File: config.mk
export PLATFORM = sky130hd
export DESIGN_NAME = boot_loader_flat
export DESIGN_NICKNAME = d
export VERILOG_FILES = /design/src/rtl/boot_loader_if.sv /design/src/rtl/boot_loader.sv /design/src/flat_wrapper.sv
export SDC_FILE = /design/constraint.sdc
export NUM_CORES = 1
export LEC_CHECK = 0
export BUFFER_PORTS_ARGS = -buffer_cell sky130_fd_sc_hd__buf_2
export CORE_MARGIN = 2
export CORE_UTILIZATION = 64
export DETAILED_ROUTE_END_ITERATION = 7
export GPL_TIMING_DRIVEN = 0
export PLACE_DENSITY = 0.85
export REMOVE_ABC_BUFFERS = 1
export SYNTH_ARGS = -nofsm -noshare
export SYNTH_HDL_FRONTEND = slang
export SYNTH_SLANG_ARGS = --single-unit
File: constraint.sdc
create_clock -name clk -period 3.4 [get_ports clk]
set_input_delay 0.34 -clock clk [delete_from_list [all_inputs] [get_ports clk]]
set_output_delay 0.34 -clock clk [all_outputs]
set_load 0.05 [all_outputs]
File: src/rtl/boot_loader_if.sv
// Byte-stream ingress and instruction-memory write bus of the boot loader.
// The slave modport is the loader's view; the master modport is the byte source /
// memory side.
interface boot_loader_if #(
    parameter int unsigned ADDR_W = 8,
    parameter int unsigned DATA_W = 8
);
    logic [DATA_W-1:0] byte_in;
    logic              byte_valid;
    logic              byte_ready;
    logic              imem_we;
    logic [ADDR_W-1:0] imem_addr;
    logic [DATA_W-1:0] imem_wdata;

    modport slave (
        input  byte_in,
        input  byte_valid,
        output byte_ready,
        output imem_we,
        output imem_addr,
        output imem_wdata
    );

    modport master (
        output byte_in,
        output byte_valid,
        input  byte_ready,
        input  imem_we,
        input  imem_addr,
        input  imem_wdata
    );
endinterface

File: src/rtl/boot_loader.sv
// Byte-stream program loader. It optionally zeroes the instruction memory, then takes a
// length-prefixed image followed by a checksum byte and writes the image from address 0.
// The CPU is held in reset until the image checks out. A bad checksum or a stalled
// stream parks the loader in a sticky error state until the next reset.
module boot_loader #(
    parameter int unsigned ADDR_W   = 8,
    parameter int unsigned DATA_W   = 8,
    parameter bit          CLEAR_EN = 1'b1,
    parameter int unsigned RST_HOLD = 2,
    parameter int unsigned TIMEOUT  = 1023
) (
    input  logic          clk,
    input  logic          rst,
    boot_loader_if.slave  bus,
    output logic          cpu_rst_n,
    output logic          load_done,
    output logic          err
);

    // Length counts up to 2**ADDR_W, so it needs one bit more than an address.
    localparam int unsigned LEN_W  = ADDR_W + 1;
    localparam int unsigned HOLD_W = (RST_HOLD > 1) ? $clog2(RST_HOLD) : 1;
    localparam int unsigned IDLE_W = (TIMEOUT > 0) ? $clog2(TIMEOUT + 1) : 1;

    localparam logic [HOLD_W-1:0] HOLD_LAST = HOLD_W'((RST_HOLD > 0) ? RST_HOLD - 1 : 0);
    localparam logic [IDLE_W-1:0] IDLE_MAX  = IDLE_W'(TIMEOUT);
    localparam logic [LEN_W-1:0]  LEN_FULL  = {1'b1, {ADDR_W{1'b0}}};

    typedef enum logic [2:0] {
        StClear,
        StLen,
        StData,
        StChk,
        StRelease,
        StRun,
        StError
    } state_e;

    state_e            state_q;
    logic [ADDR_W-1:0] clr_q;
    logic [LEN_W-1:0]  len_q;
    logic [LEN_W-1:0]  ptr_q;
    logic [DATA_W-1:0] sum_q;
    logic [IDLE_W-1:0] idle_q;
    logic [HOLD_W-1:0] hold_q;

    logic              accept;
    logic [LEN_W-1:0]  ptr_inc;
    logic [DATA_W-1:0] sum_nxt;
    logic              idle_expired;

    // Handshake, running pointer/sum and idle-limit helpers for the FSM.
    always_comb begin
        accept       = 1'b0;
        ptr_inc      = '0;
        sum_nxt      = '0;
        idle_expired = 1'b0;
        accept       = bus.byte_valid & bus.byte_ready;
        ptr_inc      = ptr_q + LEN_W'(1);
        sum_nxt      = sum_q + bus.byte_in;
        idle_expired = (idle_q == IDLE_MAX);
    end

    // Load sequencer; every output is a register updated here.
    always_ff @(posedge clk) begin
        if (rst) begin
            state_q        <= CLEAR_EN ? StClear : StLen;
            clr_q          <= '0;
            len_q          <= '0;
            ptr_q          <= '0;
            sum_q          <= '0;
            idle_q         <= '0;
            hold_q         <= '0;
            bus.byte_ready <= 1'b0;
            bus.imem_we    <= 1'b0;
            bus.imem_addr  <= '0;
            bus.imem_wdata <= '0;
            cpu_rst_n      <= 1'b0;
            load_done      <= 1'b0;
            err            <= 1'b0;
        end else begin
            // Writes are single-cycle pulses; only the branches below raise the strobe.
            bus.imem_we <= 1'b0;

            unique case (state_q)
                StClear: begin
                    bus.imem_we    <= 1'b1;
                    bus.imem_addr  <= clr_q;
                    bus.imem_wdata <= '0;
                    clr_q          <= clr_q + 1'b1;
                    if (clr_q == '1) begin
                        state_q        <= StLen;
                        bus.byte_ready <= 1'b1;
                    end
                end

                StLen: begin
                    // Also covers the first cycle after reset when the clear is skipped.
                    bus.byte_ready <= 1'b1;
                    if (accept) begin
                        len_q   <= (bus.byte_in == '0) ? LEN_FULL : LEN_W'(bus.byte_in);
                        ptr_q   <= '0;
                        sum_q   <= '0;
                        idle_q  <= '0;
                        state_q <= StData;
                    end
                end

                StData: begin
                    if (idle_expired) begin
                        state_q        <= StError;
                        bus.byte_ready <= 1'b0;
                        err            <= 1'b1;
                    end else if (accept) begin
                        bus.imem_we    <= 1'b1;
                        bus.imem_addr  <= ptr_q[ADDR_W-1:0];
                        bus.imem_wdata <= bus.byte_in;
                        ptr_q          <= ptr_inc;
                        sum_q          <= sum_nxt;
                        idle_q         <= '0;
                        // Leave on the L-th byte so address 0 is never written twice.
                        if (ptr_inc == len_q) begin
                            state_q <= StChk;
                        end
                    end else begin
                        idle_q <= idle_q + 1'b1;
                    end
                end

                StChk: begin
                    if (idle_expired) begin
                        state_q        <= StError;
                        bus.byte_ready <= 1'b0;
                        err            <= 1'b1;
                    end else if (accept) begin
                        bus.byte_ready <= 1'b0;
                        idle_q         <= '0;
                        if (sum_nxt == '0) begin
                            state_q <= StRelease;
                            hold_q  <= '0;
                        end else begin
                            state_q <= StError;
                            err     <= 1'b1;
                        end
                    end else begin
                        idle_q <= idle_q + 1'b1;
                    end
                end

                StRelease: begin
                    if (hold_q == HOLD_LAST) begin
                        state_q   <= StRun;
                        cpu_rst_n <= 1'b1;
                        load_done <= 1'b1;
                    end else begin
                        hold_q <= hold_q + 1'b1;
                    end
                end

                StRun: begin
                    state_q <= StRun;
                end

                StError: begin
                    state_q <= StError;
                end

                default: begin
                    // Unused encoding: fail safe with the CPU held in reset.
                    state_q        <= StError;
                    bus.byte_ready <= 1'b0;
                    cpu_rst_n      <= 1'b0;
                    load_done      <= 1'b0;
                    err            <= 1'b1;
                end
            endcase
        end
    end

endmodule

File: src/flat_wrapper.sv
// flat-port wrapper written by rule: the top's interface ports become plain ports
module boot_loader_flat 
#(
    parameter int unsigned ADDR_W   = 8,
    parameter int unsigned DATA_W   = 8,
    parameter bit          CLEAR_EN = 1'b1,
    parameter int unsigned RST_HOLD = 2,
    parameter int unsigned TIMEOUT  = 1023
)
  (clk, rst, cpu_rst_n, load_done, err, bus_byte_in, bus_byte_valid, bus_byte_ready, bus_imem_we, bus_imem_addr, bus_imem_wdata);
  boot_loader_if #(.ADDR_W(ADDR_W), .DATA_W(DATA_W)) bus_i ();
  input  logic clk;
  input  logic rst;
  output logic cpu_rst_n;
  output logic load_done;
  output logic err;
  input wire logic [$bits(bus_i.byte_in)-1:0] bus_byte_in;
  input wire logic [$bits(bus_i.byte_valid)-1:0] bus_byte_valid;
  output wire logic [$bits(bus_i.byte_ready)-1:0] bus_byte_ready;
  output wire logic [$bits(bus_i.imem_we)-1:0] bus_imem_we;
  output wire logic [$bits(bus_i.imem_addr)-1:0] bus_imem_addr;
  output wire logic [$bits(bus_i.imem_wdata)-1:0] bus_imem_wdata;
  assign bus_i.byte_in = bus_byte_in;
  assign bus_i.byte_valid = bus_byte_valid;
  assign bus_byte_ready = bus_i.byte_ready;
  assign bus_imem_we = bus_i.imem_we;
  assign bus_imem_addr = bus_i.imem_addr;
  assign bus_imem_wdata = bus_i.imem_wdata;
  boot_loader #(.ADDR_W(ADDR_W), .DATA_W(DATA_W), .CLEAR_EN(CLEAR_EN), .RST_HOLD(RST_HOLD), .TIMEOUT(TIMEOUT)) u_core (.clk(clk), .rst(rst), .bus(bus_i), .cpu_rst_n(cpu_rst_n), .load_done(load_done), .err(err));
endmodule
==> impl_metrics.json, run 1 <==
{
  "status": "completed",
  "drive_above_1_share": 0.1422,
  "clkLatencyLatePin_ns": 0.36,
  "drv_slew": 0,
  "dieArea_um2": 6253,
  "multi_input_area_um2": 2117,
  "worst_pin_slew_ns": 1.081,
  "critPathLaunchType": "flip-flop",
  "diodes": 0,
  "dr.pass1.iters": 5,
  "cp.required_ns": 3.67,
  "hold_depth": 3,
  "final_nets": 467,
  "relSlewSlack": 0.2795,
  "wl_per_cell_um": 16.07,
  "placed_area_um2": 3739,
  "synth_flop_cell": "dfxtp_1",
  "cp_max_fo": 22,
  "rsz0062_at_grt": "no",
  "io_buffer_count": 31,
  "die_h_um": 79.08,
  "cts.sink_count": 68,
  "seqPwrFrac": 0.378,
  "rows": 27,
  "min_path_type": "in2reg",
  "reg2reg_depth": 6,
  "coreArea_um2": 5473,
  "cts_max_level": 3,
  "seq_area_um2": 1361,
  "grt_pass1_wl_um": 13740,
  "r2r_setup_slack_ns": 0.54,
  "finalSetupViolations": 0,
  "combinationalPowerShare": 0.263,
  "ys_seq_elements": 68,
  "grtUsageTotal": 0.2811,
  "via_count": 3308,
  "yosysSeqAreaShare": 0.3774,
  "ant_nets": 0,
  "viasPerCell": 6.337,
  "fin_util": 0.7350,
  "grt_max_degree": 60,
  "die_x_um": 79.08,
  "switchingPower_uw": 855.1,
  "irDropWorstVdd_mv": 0.4815,
  "fin_crit_sh": 0.8403,
  "syn2layout_area_growth_pct": 11.52,
  "async_flop_share": 0,
  "max_cap_violations": 0,
  "fin_crit_ns": 2.857,
  "drc": 0,
  "ctsHoldBuffers": 0,
  "routed_wl_um": 8387,
  "final_hold_viol_count": 0,
  "path_class": "reg2reg",
  "cts_made_buffers": 9,
  "synthDistinctLibCells": 66,
  "drtIter0Drc": 168,
  "p_sw_frac": 0.3407,
  "skew_ns": 0.01009,
  "fill_cells": 414,
  "grt_pass1_vias": 2915,
  "path_clk_slew_ns": 0.08,
  "antenna_found_initial": 0,
  "clockBufferDepth": 2,
  "synthesis.area_um2": 3607,
  "cts_tree": "built",
  "synth_edf_count": 0,
  "start_util": 0.6591,
  "place_hpwl_um": 5393,
  "grt.overflow.total": 0,
  "ios": 32,
  "endpoint_kind": "flip-flop",
  "place.gp.congestion": 0.8730,
  "power_leakage_uw": 0.001548,
  "power.density_nw_per_um2": 623.9,
  "yosys_warnings": 0,
  "ctsRootBufferMaster": "clkbuf_8",
  "synth_cells": 428,
  "fin_area_um2": 4023,
  "clock_power_share": 0.359,
  "intPower_uw": 1655,
  "fmaxAchievable_mhz": 350.0,
  "cp.arrival_ns": 3.13,
  "syn_area_per_cell_um2": 8.428
}
[power by group through the flow]
stage               Combinational (µW)  Sequential [µW]  Clock (µW)
floorplan                          334             1110           0
global placement                   627              960           0
detailed placement                 644              966           0
CTS                                654              948         907
global route                       720              962         940
finish                             660              949         901
[layout make-up]
cell class,instances,area share
multi-input cells,328,0.5263
repair buffers,31,0.03857
inverters,7,0.006532
flip-flops and latches,68,0.3384
clock inverters,6,0.03359
clock buffers,10,0.03421
well taps,72,0.02240
[path summary, 6_finish.rpt]
path | to | startpoint
hold reg to reg | u_core.err$_SDFFE_PP0P_ | u_core.err$_SDFFE_PP0P_
setup reg to reg | u_core.ptr_q[7]$_SDFFE_PP0P_ | u_core.state_q[1]$_SDFFE_PP0P_
hold / removal | u_core.bus.imem_wdata[0]$_SDFFE_PP0P_ | bus_byte_in[0]
setup / recovery | u_core.ptr_q[7]$_SDFFE_PP0P_ | u_core.state_q[1]$_SDFFE_PP0P_
[cells in the final DEF (no fill, tap or decap), types with 4 or more instances in the layout]
cell / Yosys / routed
clkbuf_8: 0 / 10
a22oi_1: 8 / 8
dfxtp_1: 68 / 68
xnor2_1: 8 / 8
bufinv_16: 0 / 4
or3_1: 7 / 7
o21ai_0: 19 / 19
ha_1: 10 / 10
xor2_1: 16 / 16
nand3_1: 19 / 18
a21oi_1: 34 / 34
inv_1: 7 / 7
and2_1: 5 / 5
nand4_1: 8 / 8
nand2_1: 32 / 32
nor2_1: 59 / 59
mux2i_1: 17 / 17
and3_1: 6 / 6
a211oi_1: 8 / 8
buf_2: 12 / 31
nor3_1: 8 / 6
[flip-flops by register name, indices dropped and copies added, names as in the netlist, 3 cells and up]
register,cells
u_core.bus.imem_addr,8
u_core.bus.imem_wdata,8
u_core.clr_q,8
u_core.idle_q,10
u_core.len_q,9
u_core.ptr_q,9
u_core.state_q,3
u_core.sum_q,8
[kinds of logic after synthesis]
kind of cell,after synthesis,synth area share
buf+inv,32,0.04163
xor+xnor,24,0.05827
mux,18,0.05029
fa+ha+maj,11,0.04024
compound gates,103,0.1956
simple gates,172,0.2366
flops,68,0.3774
[cells in the mapped netlist (3+ instances only)]
cell type  count  area (µm²)
nand3_1       19       95.09
or3_1          7       43.79
nand2_1       32       120.1
o21ai_0       19       95.09
buf_2         12       60.06
and4_1         3       26.28
nand4b_1       3       26.28
a21oi_1       34       170.2
ha_1          10       125.1
a22oi_1        8       60.06
nor2_1        59       221.5
xor2_1        16       140.1
mux2i_1       17       170.2
nor4_1         3       18.77
nand4_1        8       50.05
buf_4          4       30.03
a211oi_1       8       60.06
inv_1          7       26.28
nand2b_1       3       18.77
xnor2_1        8       70.07
clkbuf_1       7       26.28
and3_1         6       37.54
dfxtp_1       68        1361
nor3b_1        3       22.52
nor3_1         8       40.04
and2_1         5       31.28
[routing by layer]
metal	track usage	share of wire	routed length, µm	up-vias
met5	0	0	0	-
met4	0.1362	0.023	192	0
met3	0.05114	0.066	557	22
met2	0.4466	0.49	4080	151
met1	0.3689	0.42	3556	1554
li1	-	-	-	1581
[per-stage QoR]
step	worst slack [ns]	instances	total power, µW	hold slack [ns]	TNS [ns]
after floorplan	0.3247	403	1448	0.4091	0
after global placement	-0.4846	506	1587	0.4357	-6.885
after detailed placement	-0.05470	506	1610	0.4331	-0.06657
after CTS	0.2291	522	2509	0.2579	0
after global routing	0.2646	522	2621	0.2768	0
final	0.5430	522	2510	0.2639	0
[worst max-delay path: stages (launching register included)]
cell and delay [ns]:
dfxtp_1 0.64, inv_1 0.24, nor3_4 0.53, and3_1 0.87
and2_1 0.24, o21ai_0 0.09, a21oi_1 0.16
[what timing repair did]
| action | CTS | global route |
|---|---|---|
| endpoints found under the setup margin | 7 | 6 |
| gates resized for setup | 1 | 1 |
| setup buffers | 0 | 0 |
| pin swaps | 0 | 0 |
Power figures use the tool's default switching activity.
==> inputs of run 2 (changes only) <==
--- a/config.mk
+++ b/config.mk
@@ -7,10 +7,10 @@
 export LEC_CHECK = 0
 export BUFFER_PORTS_ARGS = -buffer_cell sky130_fd_sc_hd__buf_2
 export CORE_MARGIN = 2
-export CORE_UTILIZATION = 64
+export CORE_UTILIZATION = 54
 export DETAILED_ROUTE_END_ITERATION = 7
 export GPL_TIMING_DRIVEN = 0
-export PLACE_DENSITY = 0.85
+export PLACE_DENSITY = 0.76
 export REMOVE_ABC_BUFFERS = 1
 export SYNTH_ARGS = -nofsm -noshare
 export SYNTH_HDL_FRONTEND = slang
==> constraint.sdc (replaced) <==
create_clock -name clk -period 2.3 [get_ports clk]
set_input_delay 0.23 -clock clk [delete_from_list [all_inputs] [get_ports clk]]
set_output_delay 0.23 -clock clk [all_outputs]
set_load 0.05 [all_outputs]
==> run 2 against run 1 <==
Effect of this change: total power is 35% higher; core utilization is 11 points lower; cell count is 1.3% higher; largest cell class unchanged.
==> impl_metrics.json, run 2 (synthesized netlist as in run 1, its figures left out) <==
{
  "status": "completed",
  "path_clk_slew_ns": 0.07,
  "start_util": 0.5617,
  "grt_pass1_wl_um": 13390,
  "syn2layout_area_growth_pct": 11.79,
  "slowest_stage": "a2111o_1",
  "grtUsageTotal": 0.2240,
  "die_x_um": 85.73,
  "antenna_found_initial": 0,
  "cp_num_buf_inv": 0,
  "die_h_um": 85.73,
  "cts_made_buffers": 9,
  "grt_max_degree": 60,
  "wl_per_cell_um": 14.67,
  "ctsHoldBuffers": 0,
  "placed_area_um2": 3745,
  "worstSetupEndpoint": "u_core.state_q[1]$_SDFFE_PP0P_",
  "max_stage_delay_ns": 0.38,
  "clockBufferDepth": 2,
  "power_leakage_uw": 0.001528,
  "layout_common_cells": "dfxtp_1 (64), nor2_1 (58), a21oi_1 (34), nand2_1 (31), buf_2 (31)",
  "worst-path-stages": 8,
  "path_class": "reg2reg",
  "clkLatencyLatePin_ns": 0.34,
  "rows": 29,
  "top_register": "u_core.idle_q",
  "finalSetupViolations": 0,
  "dr.pass1.iters": 7,
  "crit_family": "compound AO/OA/AOI/OAI gates",
  "largest_reg_flops": 10,
  "cts_tree": "built",
  "fin_crit_ns": 2.299,
  "routed_wl_um": 7761,
  "drive_above_1_share": 0.1748,
  "place_hpwl_um": 5329,
  "power.density_nw_per_um2": 837.2,
  "worst_pin_slew_ns": 1.103,
  "grt.overflow.total": 0,
  "cp.required_ns": 2.53,
  "r2r-start": "u_core.sum_q[0]$_SDFFE_PP0P_",
  "cp_cell_sequence": "ha_4 -> fa_2 -> a211o_1 -> a2111o_1 -> o311ai_2 -> nand4b_1 -> o22ai_1 -> a311oi_1",
  "fmaxAchievable_mhz": 434.9,
  "viasPerCell": 5.957,
  "reg2reg_depth": 8,
  "rsz0062_at_grt": "yes",
  "ctsRootBufferMaster": "clkbuf_8",
  "cts.sink_count": 68,
  "dieArea_um2": 7350,
  "fin_crit_sh": 0.9997,
  "coreArea_um2": 6422,
  "r2r_end": "u_core.state_q[1]$_SDFFE_PP0P_",
  "final_nets": 469,
  "skew_ns": 0.007297,
  "fin_util": 0.6279,
  "r2r_setup_slack_ns": 0.0008,
  "drtIter0Drc": 263,
  "critPathLaunchType": "flip-flop",
  "min_path_type": "in2reg",
  "ant_nets": 0,
  "via_count": 3151,
  "cp.arrival_ns": 2.53,
  "fin_area_um2": 4033,
  "layout_commonest_cell": "dfxtp_1",
  "startpoint": "u_core.sum_q[0]$_SDFFE_PP0P_",
  "relSlewSlack": 0.2648,
  "final_hold_viol_count": 0,
  "io_buffer_count": 31,
  "min_from": "bus_byte_in[5]",
  "diodes": 0,
  "cp_max_fo": 3,
  "max_cap_violations": 0,
  "fill_cells": 556,
  "endpoint_kind": "flip-flop",
  "place.gp.congestion": 0.8863,
  "top_regs": "u_core.idle_q: 10 flops, u_core.len_q: 9 flops, u_core.ptr_q: 9 flops",
  "cts_max_level": 3,
  "drc": 0,
  "ios": 32,
  "grt_pass1_vias": 2887,
  "drv_slew": 0,
  "irDropWorstVdd_mv": 0.5237
}
==> run 2: changes by cell type in the layout (fill, tap and decap cells not counted), moves of 3 or more <==
cell	change
dfxtp_2	+4
ha_1	-3
dfxtp_1	-4
bufinv_16	-3
==> run 2: area by class of cell <==
type,count,area [µm²],area share
Tap cell,77,96.34,0.02389
Clock buffer,12,155.1,0.03847
Inverter,7,26.28,0.006516
Sequential cell,68,1366,0.3388
Timing Repair Buffer,33,170.2,0.04220
Clock inverter,4,47.55,0.01179
Multi-Input combinational cell,328,2171,0.5383
==> run 2: per-stage QoR <==
step | setup WS [ns] | power [µW] | setup TNS (ns) | std cells | hold slack [ns]
global route | -0.1014 | 3575 | -0.1692 | 529 | 0.1657
global placement | -1.682 | 2356 | -49.01 | 511 | 0.4335
finish | 0.0007534 | 3376 | 0 | 529 | 0.1769
detailed placement | -1.101 | 2375 | -27.55 | 511 | 0.4454
CTS | 0.01131 | 3385 | 0 | 528 | 0.1641
floorplan | -0.7753 | 2140 | -17.89 | 403 | 0.2991
==> run 2: how the worst min path moves through the flow <==
stage / endpoint / depth (start not counted)
floorplan: u_core.bus.imem_wdata[0]$_SDFFE_PP0P_ / 1
global placement: u_core.err$_SDFFE_PP0P_ / 2
CTS: u_core.bus.imem_wdata[3]$_SDFFE_PP0P_ / 3
global route: u_core.bus.imem_wdata[3]$_SDFFE_PP0P_ / 3
detailed placement: u_core.err$_SDFFE_PP0P_ / 2
finish: u_core.bus.imem_wdata[5]$_SDFFE_PP0P_ / 3
==> run 2: timing repair <==
item | CTS | global route
buffers inserted | 1 | 1
endpoints found under the hold margin | 0 | 0
gates resized for setup | 8 | 14
pin swaps | 2 | 3
endpoints found under the setup margin | 37 | 25
==> run 2: worst min-delay path: stages <==
cell,delay (ns)
buf_2,0.13
nand2_1,0.06
a21oi_1,0.05
==> run 2: report_power, final <==
group	total [µW]	internal [µW]	switching (µW)
Clock	984	556	427
Sequential	1400	1290	111
Combinational	988	314	674
Total	3380	2160	1210
==> run 2: layer usage <==
metal	track usage	wire length (µm)	vias to the layer above
met3	0.06352	373	4
met5	0	0	-
met4	0.04329	42	0
met1	0.3125	3661	1483
met2	0.3494	3683	77
li1	-	-	1587
